**config.mk**
```make
export PLATFORM = sky130hd
export DESIGN_NAME = tdc_result_fifo
export DESIGN_NICKNAME = d
export VERILOG_FILES = /design/src/rtl/tdc_result_fifo.sv
export SDC_FILE = /design/constraint.sdc
export NUM_CORES = 1
export LEC_CHECK = 0
export CAP_MARGIN = 20
export CORE_UTILIZATION = 30
export CTS_BUF_LIST = sky130_fd_sc_hd__clkbuf_8 sky130_fd_sc_hd__clkbuf_16
export DETAILED_ROUTE_END_ITERATION = 6
export GPL_ROUTABILITY_DRIVEN = 0
export PLACE_DENSITY = 0.5
export SLEW_MARGIN = 20
export SYNTH_ARGS = -nofsm -noshare
export SYNTH_HDL_FRONTEND = slang
export SYNTH_SLANG_ARGS = --single-unit
```
**constraint.sdc**
```tcl
create_clock -name clk -period 13.35 [get_ports clk]
set_input_delay 1.335 -clock clk [delete_from_list [all_inputs] [get_ports clk]]
set_output_delay 1.335 -clock clk [all_outputs]
set_load 0.01 [all_outputs]
```
**src/rtl/tdc_result_fifo.sv**
```systemverilog
// TDC result buffer: FWFT FIFO of tagged {addr,data} reads with
// overflow counting and an almost-full hold-off toward the TDC reader.
module tdc_result_fifo #(
  parameter int DEPTH     = 8,
  parameter int AFULL_LVL = 6,
  parameter int CNT_W     = 8
) (
  input  logic                      clk,
  input  logic                      reset_n,
  input  logic                      in_valid,
  input  logic [3:0]                addr_in,
  input  logic [27:0]               data_in,
  output logic                      read_inhibit,
  output logic                      out_valid,
  input  logic                      out_ready,
  output logic [31:0]               out_data,
  output logic [$clog2(DEPTH):0]    level,
  output logic                      overflow,
  output logic [CNT_W-1:0]          ovf_cnt,
  input  logic                      clr_ovf
);

  localparam int AW = $clog2(DEPTH);
  localparam int LW = AW + 1;

  typedef enum logic [2:0] {
    S_EMPTY  = 3'b001,
    S_ACTIVE = 3'b010,
    S_FULL   = 3'b100
  } state_t;

  state_t        state;
  state_t        state_nxt;
  logic [31:0]   mem [DEPTH];
  logic [AW-1:0] wr_ptr;
  logic [AW-1:0] rd_ptr;
  logic [31:0]   last_q;
  logic [LW-1:0] level_nxt;
  logic          legal;
  logic          full;
  logic          pop;
  logic          push_ok;
  logic          drop;

  // An illegal state freezes both pointers until it resolves to EMPTY.
  assign legal     = (state == S_ACTIVE) || (state == S_FULL)
                   || (state == S_EMPTY);
  assign out_valid = (state == S_ACTIVE) || (state == S_FULL);
  assign full      = (level == LW'(DEPTH));
  assign pop       = out_valid & out_ready;
  assign push_ok   = legal & in_valid & (~full | pop);
  assign drop      = in_valid & ~push_ok;
  assign out_data  = out_valid ? mem[rd_ptr] : last_q;

  always_comb begin
    level_nxt = level;
    if (push_ok && !pop)
      level_nxt = level + LW'(1);
    else if (pop && !push_ok)
      level_nxt = level - LW'(1);
  end

  always_comb begin
    state_nxt = state;
    case (state)
      S_EMPTY:
        if (push_ok) state_nxt = S_ACTIVE;
      S_ACTIVE:
        if (level_nxt == LW'(DEPTH))
          state_nxt = S_FULL;
        else if (level_nxt == '0)
          state_nxt = S_EMPTY;
      S_FULL:
        if (level_nxt != LW'(DEPTH))
          state_nxt = S_ACTIVE;
      default:
        state_nxt = S_EMPTY;
    endcase
  end

  always_ff @(posedge clk) begin
    if (push_ok)
      mem[wr_ptr] <= {addr_in, data_in};
  end

  always_ff @(posedge clk or negedge reset_n) begin
    if (!reset_n) begin
      state        <= S_EMPTY;
      wr_ptr       <= '0;
      rd_ptr       <= '0;
      level        <= '0;
      last_q       <= '0;
      read_inhibit <= 1'b1;
    end else begin
      state        <= state_nxt;
      level        <= level_nxt;
      read_inhibit <= (level_nxt >= LW'(AFULL_LVL));
      if (push_ok)
        wr_ptr <= wr_ptr + AW'(1);
      if (pop) begin
        rd_ptr <= rd_ptr + AW'(1);
        last_q <= mem[rd_ptr];
      end
    end
  end

  // A drop coinciding with a clear is counted after the clear.
  always_ff @(posedge clk or negedge reset_n) begin
    if (!reset_n) begin
      overflow <= 1'b0;
      ovf_cnt  <= '0;
    end else if (clr_ovf) begin
      overflow <= drop;
      ovf_cnt  <= drop ? CNT_W'(1) : '0;
    end else if (drop) begin
      overflow <= 1'b1;
      if (!(&ovf_cnt))
        ovf_cnt <= ovf_cnt + CNT_W'(1);
    end
  end

endmodule
```
==> metrics.md, run 1 <==
| Metric | Value |
|---|---|
| Worst hold path class | reg -> reg |
| Worst Path Required | 12020 ps |
| Post-synth top area share | 62.2% |
| Syn Inst Count | 694 |
| Die Area | 0.0420 mm² |
| Postcts setup bufs | 0 |
| Worst reg2reg startpoint | state[0] |
| Critical Path Source | rd_ptr[0] |
| 1st-iter DRT viols | 395 |
| WP data arrival | 3690 ps |
| Min Tclk post-route | 5020 ps |
| Global-route wire length before repair | 40700 µm |
| Slew Limit Headroom | 34.2% |
| Synth Warn # | 0 |
| Post_cts resized | 0 |
| Sw power | 0.957 mW |
| Syn_nets | 736 |
| Remaining Overflow, GRT | 0 |
| Most used DFF post-synth | edfxtp_1 |
| Clock sinks | 311 |
| Cells along the critical path | buf_4 -> mux4_2 -> mux2i_1 -> a21oi_1 -> clkdlybuf4s50_1 |
| Placeable Area | 0.0402 mm² |
| Final period util | 37.6% |
| WS Path Type | reg -> out |
| CTS tree | yes |
| Power per Cell Area | 211 mW/mm² |
| Final setup violation count | 0 |
| Post-synth EDFFs | 256 |
| Die Y | 205 µm |
| Most common cell after layout, fill and taps aside | edfxtp_1 |
| Hold violation count in the final report | 0 |
| Cts hold-fix bufs | 0 |
| Via/cell ratio | 4.74 |
| IO buf count | 83 |
| Final layout net count | 833 |
| Proportion of layout cells with a drive suffix above 1 | 18.7% |
| Initial antenna violation count | 1 |
| Hold Path Origin | last_q[31] |
| Clk slew on worst S/H paths | 60 ps |
| Yosys cell types | 46 |
| Max H-tree Level | 2 |
| Unrepaired setup endpoints after global routing | no |
| Crit-path slowest cell | dfrtp_4 |
| Max Slew Vio Count | 0 |
| Mapped Area | 0.0124 mm² |
| DR pass1 iterations | 4 |
| DR vias | 6379 |
| Skew-Pair Late Insertion Delay | 530 ps |
| Internal power | 2.19 mW |
| CTS Buffer Depth | 3 |
| Commonest cells after routing, fill and taps aside | 256 x edfxtp_1, 82 x clkdlybuf4s50_1, 64 x mux4_2 |
| Area Overhead vs Synth | 20.8% |
| Cell family with most CP delay | buffers and inverters |
| Share of power burned in registers | 42.4% |
| Wirelength, routed | 26700 µm |
| Clock power share | 28.2% |
| VDD IR max | 0.0000981 V |
| P_leak | 5.00 nW |
| MaxCap Viol Count | 0 |
| Max Fclk | 199 MHz |
| Antenna Violating Nets Remaining | 0 |
| Setup Skew | 23.2 ps |
| Clk root buf | clkbuf_16 |
| Hold_ws | 478 ps |
| Fillers | 3756 |
| Detail Placement HPWL | 14100 µm |
| Ports | 84 |
| CP startpoint kind | register |
| Avg Synthesized Cell Area | 17.8 µm² |
| Area contributors post-synth | edfxtp_1 62%, mux4_2 12%, dfrtp_1 11%, mux2i_1 2.8%, nor2_1 1.5% |
| Row count | 73 |
| Switching part of the total | 30.4% |
| Largest net degree at the start of global routing | 70 |
| Cts bufs inserted | 36 |
| Sequential-to-total area share from yosys stat | 73.4% |
| Status | finished clean |
| Setup tns final | 0 ps |
| Bufs and invs on worst path | 2 |
| Initial Util | 30.7% |
| Async SR Flop Fraction | 17.7% |
| CP endpoint kind | output pin |
| Actual slew at the worst max-slew pin | 987 ps |
| Vias in the first global route | 6673 |
| Power share of the combinational group | 29.4% |
| GR Util All Layers | 13.0% |
| Area leader, netlist | edfxtp_1 |
| Crit path largest cell delay | 830 ps |
| Die Wd | 205 µm |
| Wirelength per Cell | 19.9 µm |
| CP Max Fanout | 37 |
| Seq cells post-synth | 311 |
| DRC | 0 |
-- worst register-to-register path, cell delays in order (launching register included) --
cell and delay, ps:
dfstp_2 690, xnor2_1 140, o22ai_1 310, nand3_1 500, nor4b_2 390, buf_4 530
-- state kept, by name, indices dropped and copies added, names as in the netlist --
name and count:
level 4, rd_ptr 3, overflow 1, state 3, read_inhibit 1, mem 256, wr_ptr 3, ovf_cnt 8
last_q 32
-- metrics by stage --
step	area, µm²	instances	setup slack, ps	total power [mW]	util (%)
finish	14900	1345	8330	3.15	37.1
global route	14900	1344	8080	3.33	37.1
CTS	14900	1344	8220	3.21	37.1
detailed placement	13800	1278	8780	2.31	34.5
global placement	13800	1278	8770	2.30	34.5
floorplan	12400	694	7440	1.94	-
-- final timing paths --
path                       slack, ps  cells after the start          end
max in group asynchronous      11660                      2    rd_ptr[0]
max                             8330                      5  out_data[4]
min reg2reg                      480                      2   last_q[31]
min in group asynchronous       1010                      2   last_q[30]
max reg2reg                    10400                      5   mem[2][16]
min                              480                      2   last_q[31]
-- cells in the mapped netlist (3+ instances only) --
| cell type | count |
|---|---|
| edfxtp_1 | 256 |
| mux4_2 | 64 |
| dfrtp_1 | 53 |
| nor2_1 | 48 |
| nand2_1 | 46 |
| a21oi_1 | 35 |
| mux2i_1 | 35 |
| o21ai_0 | 35 |
| clkbuf_1 | 22 |
| xnor2_1 | 8 |
| buf_1 | 7 |
| buf_2 | 7 |
| nand4_1 | 6 |
| xor2_1 | 6 |
| ha_1 | 5 |
| and3_1 | 4 |
| inv_1 | 4 |
| nor3_1 | 4 |
| nor4b_1 | 4 |
| nand2b_1 | 3 |
| nand3_1 | 3 |
| nor3b_1 | 3 |
| nor4_1 | 3 |
-- cells by family (layout without fill, tap and decap cells) --
logic type,after synthesis,count (layout),synth area share [%]
flops,311,311,73.4
simple gates,135,135,5.07
mux,100,100,14.6
compound gates,87,87,4.05
buf+inv,42,167,1.41
xor+xnor,14,14,0.992
fa+ha+maj,5,5,0.506
other cells,0,1,0
-- area by class of cell --
class / count / area [µm²] / share of cell area [%]
tap: 525 / 657 / 4.40
sequential: 311 / 9070 / 60.8
clock buffer: 37 / 915 / 6.13
multi-input combinational: 341 / 3170 / 21.2
antenna: 1 / 2.50 / 0.0168
timing repair buffer: 97 / 931 / 6.24
clock inverter: 29 / 164 / 1.10
inverter: 4 / 15.0 / 0.101
-- power groups by stage --
stage	Clock, mW	Sequential, mW	Combinational [mW]
finish	0.889	1.33	0.927
global route	0.951	1.36	1.02
CTS	0.912	1.34	0.957
detailed placement	0	1.36	0.954
global placement	0	1.35	0.950
floorplan	0	1.31	0.632
-- per-layer routing --
layer,share of wire [%],up-vias,global-route usage (%)
met5,0.045,-,0
met1,46,3295,18.0
met4,1.9,2,3.65
met2,48,114,20.9
li1,-,2925,-
met3,4.1,43,2.50
Note: power is estimated with default switching activity, not from simulation.
==> run 2, diff against run 1 <==
==> constraint.sdc (replaced) <==
create_clock -name clk -period 5.2 [get_ports clk]
set_input_delay 0.52 -clock clk [delete_from_list [all_inputs] [get_ports clk]]
set_output_delay 0.52 -clock clk [all_outputs]
set_load 0.01 [all_outputs]
==> run 2 against run 1 <==
Compared with the run above: design area is 1.2% higher; flip-flop and latch count did not move; non-clock buffer count grew 9; largest cell class unchanged; highest routed layer unchanged.
==> metrics.md, run 2 (synthesis results as in run 1) <==
| Metric | Value |
|---|---|
| Final period util | 72.5% |
| Final setup violation count | 0 (unchanged) |
| Die Wd | 205 µm (unchanged) |
| Cts bufs inserted | 37 (+2.8%) |
| Max Fclk | 265 MHz |
| Flop-to-flop setup slack | 2220 ps (-8180 ps) |
| Setup WS pre-CTS | 1750 ps (-7030 ps) |
| Cell family with most CP delay | buffers and inverters |
| MaxCap Viol Count | 0 (unchanged) |
| Cell total after placement | 1287 (+0.70%) |
| Worst Path Required | 4680 ps (-7340 ps) |
| Postcts setup bufs | 0 (unchanged) |
| Fillers | 3738 (-0.48%) |
| Die Y | 205 µm (unchanged) |
| Worst reg2reg path depth | 6 (+1) |
| Min Tclk post-route | 3770 ps |
| VDD IR max | 0.000241 V (+150%) |
| Crit path depth | 5 (unchanged) |
| Vias in the first global route | 6609 (-0.96%) |
| Slew Limit Headroom | 29.3% (-5.0 points) |
| Cells along the critical path | buf_4 -> mux4_2 -> mux2i_1 -> a21oi_1 -> clkdlybuf4s50_1 |
| Max H-tree Level | 2 (unchanged) |
| Detail Placement HPWL | 15700 µm (+11%) |
| Placeable Area | 0.0402 mm² (unchanged) |
| Actual slew at the worst max-slew pin | 1060 ps (+74.5 ps) |
| Pwr Total | 8.29 mW (+160%) |
| Setup Skew | 15.5 ps (-7.69 ps) |
| Clock sinks | 311 (unchanged) |
| Final core occ | 37.6% (+0.46 points) |
| DRC | 0 (unchanged) |
| Initial Util | 30.7% (unchanged) |
| M3 GR Usage | 2.58% (+0.080 points) |
| WS Path Type | reg -> out |
| Slack of the critical path | 1430 ps (-6900 ps) |
| Fin cells | 1355 (+0.74%) |
| Worst reg2reg startpoint | state[2] |
| Commonest cells after routing, fill and taps aside | 256 x edfxtp_1, 82 x clkdlybuf4s50_1, 64 x mux4_2 |
| Top flop regs | mem (256), last_q (32), ovf_cnt (8) |
| Unrepaired setup endpoints after global routing | no |
| Clk root buf | clkbuf_16 |
| Global-route wire length before repair | 41100 µm (+1.0%) |
| Status | finished clean |
| Design Area, Final | 0.0151 mm² (+1.2%) |
| Crit path largest cell delay | 710 ps (-120 ps) |
| Die Area | 0.0420 mm² (unchanged) |
| Global routing met2 resource utilization | 21.0% (+0.072 points) |
| Largest net degree at the start of global routing | 66 (-5.7%) |
| Wirelength, routed | 26900 µm (+0.70%) |
| Power per Cell Area | 548 mW/mm² (+160%) |
| Cell Area, Placed | 0.0139 mm² (+0.66%) |
| M1 GR Usage | 18.2% (+0.24 points) |
| Critical Path Source | rd_ptr[0] |
| Worst Setup EP | out_data[8] |
| Cts hold-fix bufs | 0 (unchanged) |
| Max Slew Vio Count | 0 (unchanged) |
| Row count | 73 (unchanged) |
| Most common cell after layout, fill and taps aside | edfxtp_1 |
| P_leak | 5.11 nW (+2.3%) |
| CTS Buffer Depth | 3 (unchanged) |
| Antenna Violating Nets Remaining | 0 (unchanged) |
| Register area | 0.00907 mm² (unchanged) |
| CP endpoint kind | output pin |
| Setup tns final | 0 ps (unchanged) |
| CTS tree | yes |
| 1st-iter DRT viols | 410 (+3.8%) |
| Skew-Pair Late Insertion Delay | 530 ps (about the same) |
| Wirelength per Cell | 19.8 µm (about the same) |
| DR pass1 iterations | 4 (unchanged) |
| Ports | 84 (unchanged) |
| Antenna diodes | 0 (-1) |
| Area of the multi-input gates | 0.00318 mm² (+0.28%) |
| Largest register FFs | 256 (unchanged) |
| Reg2reg end | mem[7][24] |
| Hold_ws | 107 ps (-371 ps) |
| Final layout net count | 843 (+1.2%) |
| Hold violation count in the final report | 0 (unchanged) |
| Initial antenna violation count | 1 (unchanged) |
| WP data arrival | 3250 ps (-440 ps) |
| Via/cell ratio | 4.80 (+1.1%) |
| CP startpoint kind | register |
| Global route hottest layer | met2 |
| GR Util All Layers | 13.1% (+0.095 points) |
| CP Max Fanout | 23 (-38%) |
| Clk slew on worst S/H paths | 50 ps (about the same) |
| Reg with most FFs | mem |
| Post_cts resized | 0 (unchanged) |
| Worst hold path class | in -> async |
| Area Overhead vs Synth | 22.3% |
| Crit-path slowest cell | dfrtp_4 |
| DR vias | 6500 (+1.9%) |
| IO buf count | 83 (unchanged) |
| Bufs and invs on worst path | 2 (unchanged) |
| Remaining Overflow, GRT | 0 (unchanged) |
| Proportion of layout cells with a drive suffix above 1 | 19.8% (+1.1 points) |
## run 2: cell count changes in the layout (fill, tap and decap cells not counted), moves of 2 or more
cell and delta:
clkinv_1 -3, inv_1 +3, clkbuf_8 +3, buf_4 +9, clkinv_2 -2, clkbuf_16 +2, inv_6 -2
## run 2: final cells by class
class / instances / area share [%]
sequential: 311 / 60.0
inverter: 4 / 0.0993
multi-input combinational: 341 / 21.0
timing repair buffer: 106 / 6.71
clock buffer: 42 / 6.66
clock inverter: 26 / 1.12
tap: 525 / 4.35
## run 2: worst min-delay path by stage
stage | cells past startpoint | endpoint | slack [ps] | startpoint
2_1_floorplan | 0 | last_q[0] | 220 | reset_n
3_3_place_gp | 2 | last_q[24] | 460 | last_q[24]
3_5_place_dp | 2 | last_q[7] | 470 | last_q[7]
4_1_cts | 1 | last_q[0] | 150 | reset_n
5_1_grt | 1 | last_q[31] | 180 | reset_n
6_report | 1 | level[0] | 110 | reset_n
## run 2: power by group
| group | switching [mW] | internal (mW) | total (mW) | leakage (nW) |
|---|---|---|---|---|
| sequential | 0.340 | 3.15 | 3.49 | 3.00 |
| clock | 0.995 | 1.44 | 2.44 | 0.630 |
| combinational | 1.14 | 1.21 | 2.36 | 1.48 |
| total | 2.48 | 5.81 | 8.29 | 5.11 |
## run 2: per-layer routing
layer	part of all wire [%]	vias to the layer above
met5	0.045	-
met4	1.7	2
met3	4.3	42
met2	48	136
met1	46	3373
li1	-	2947
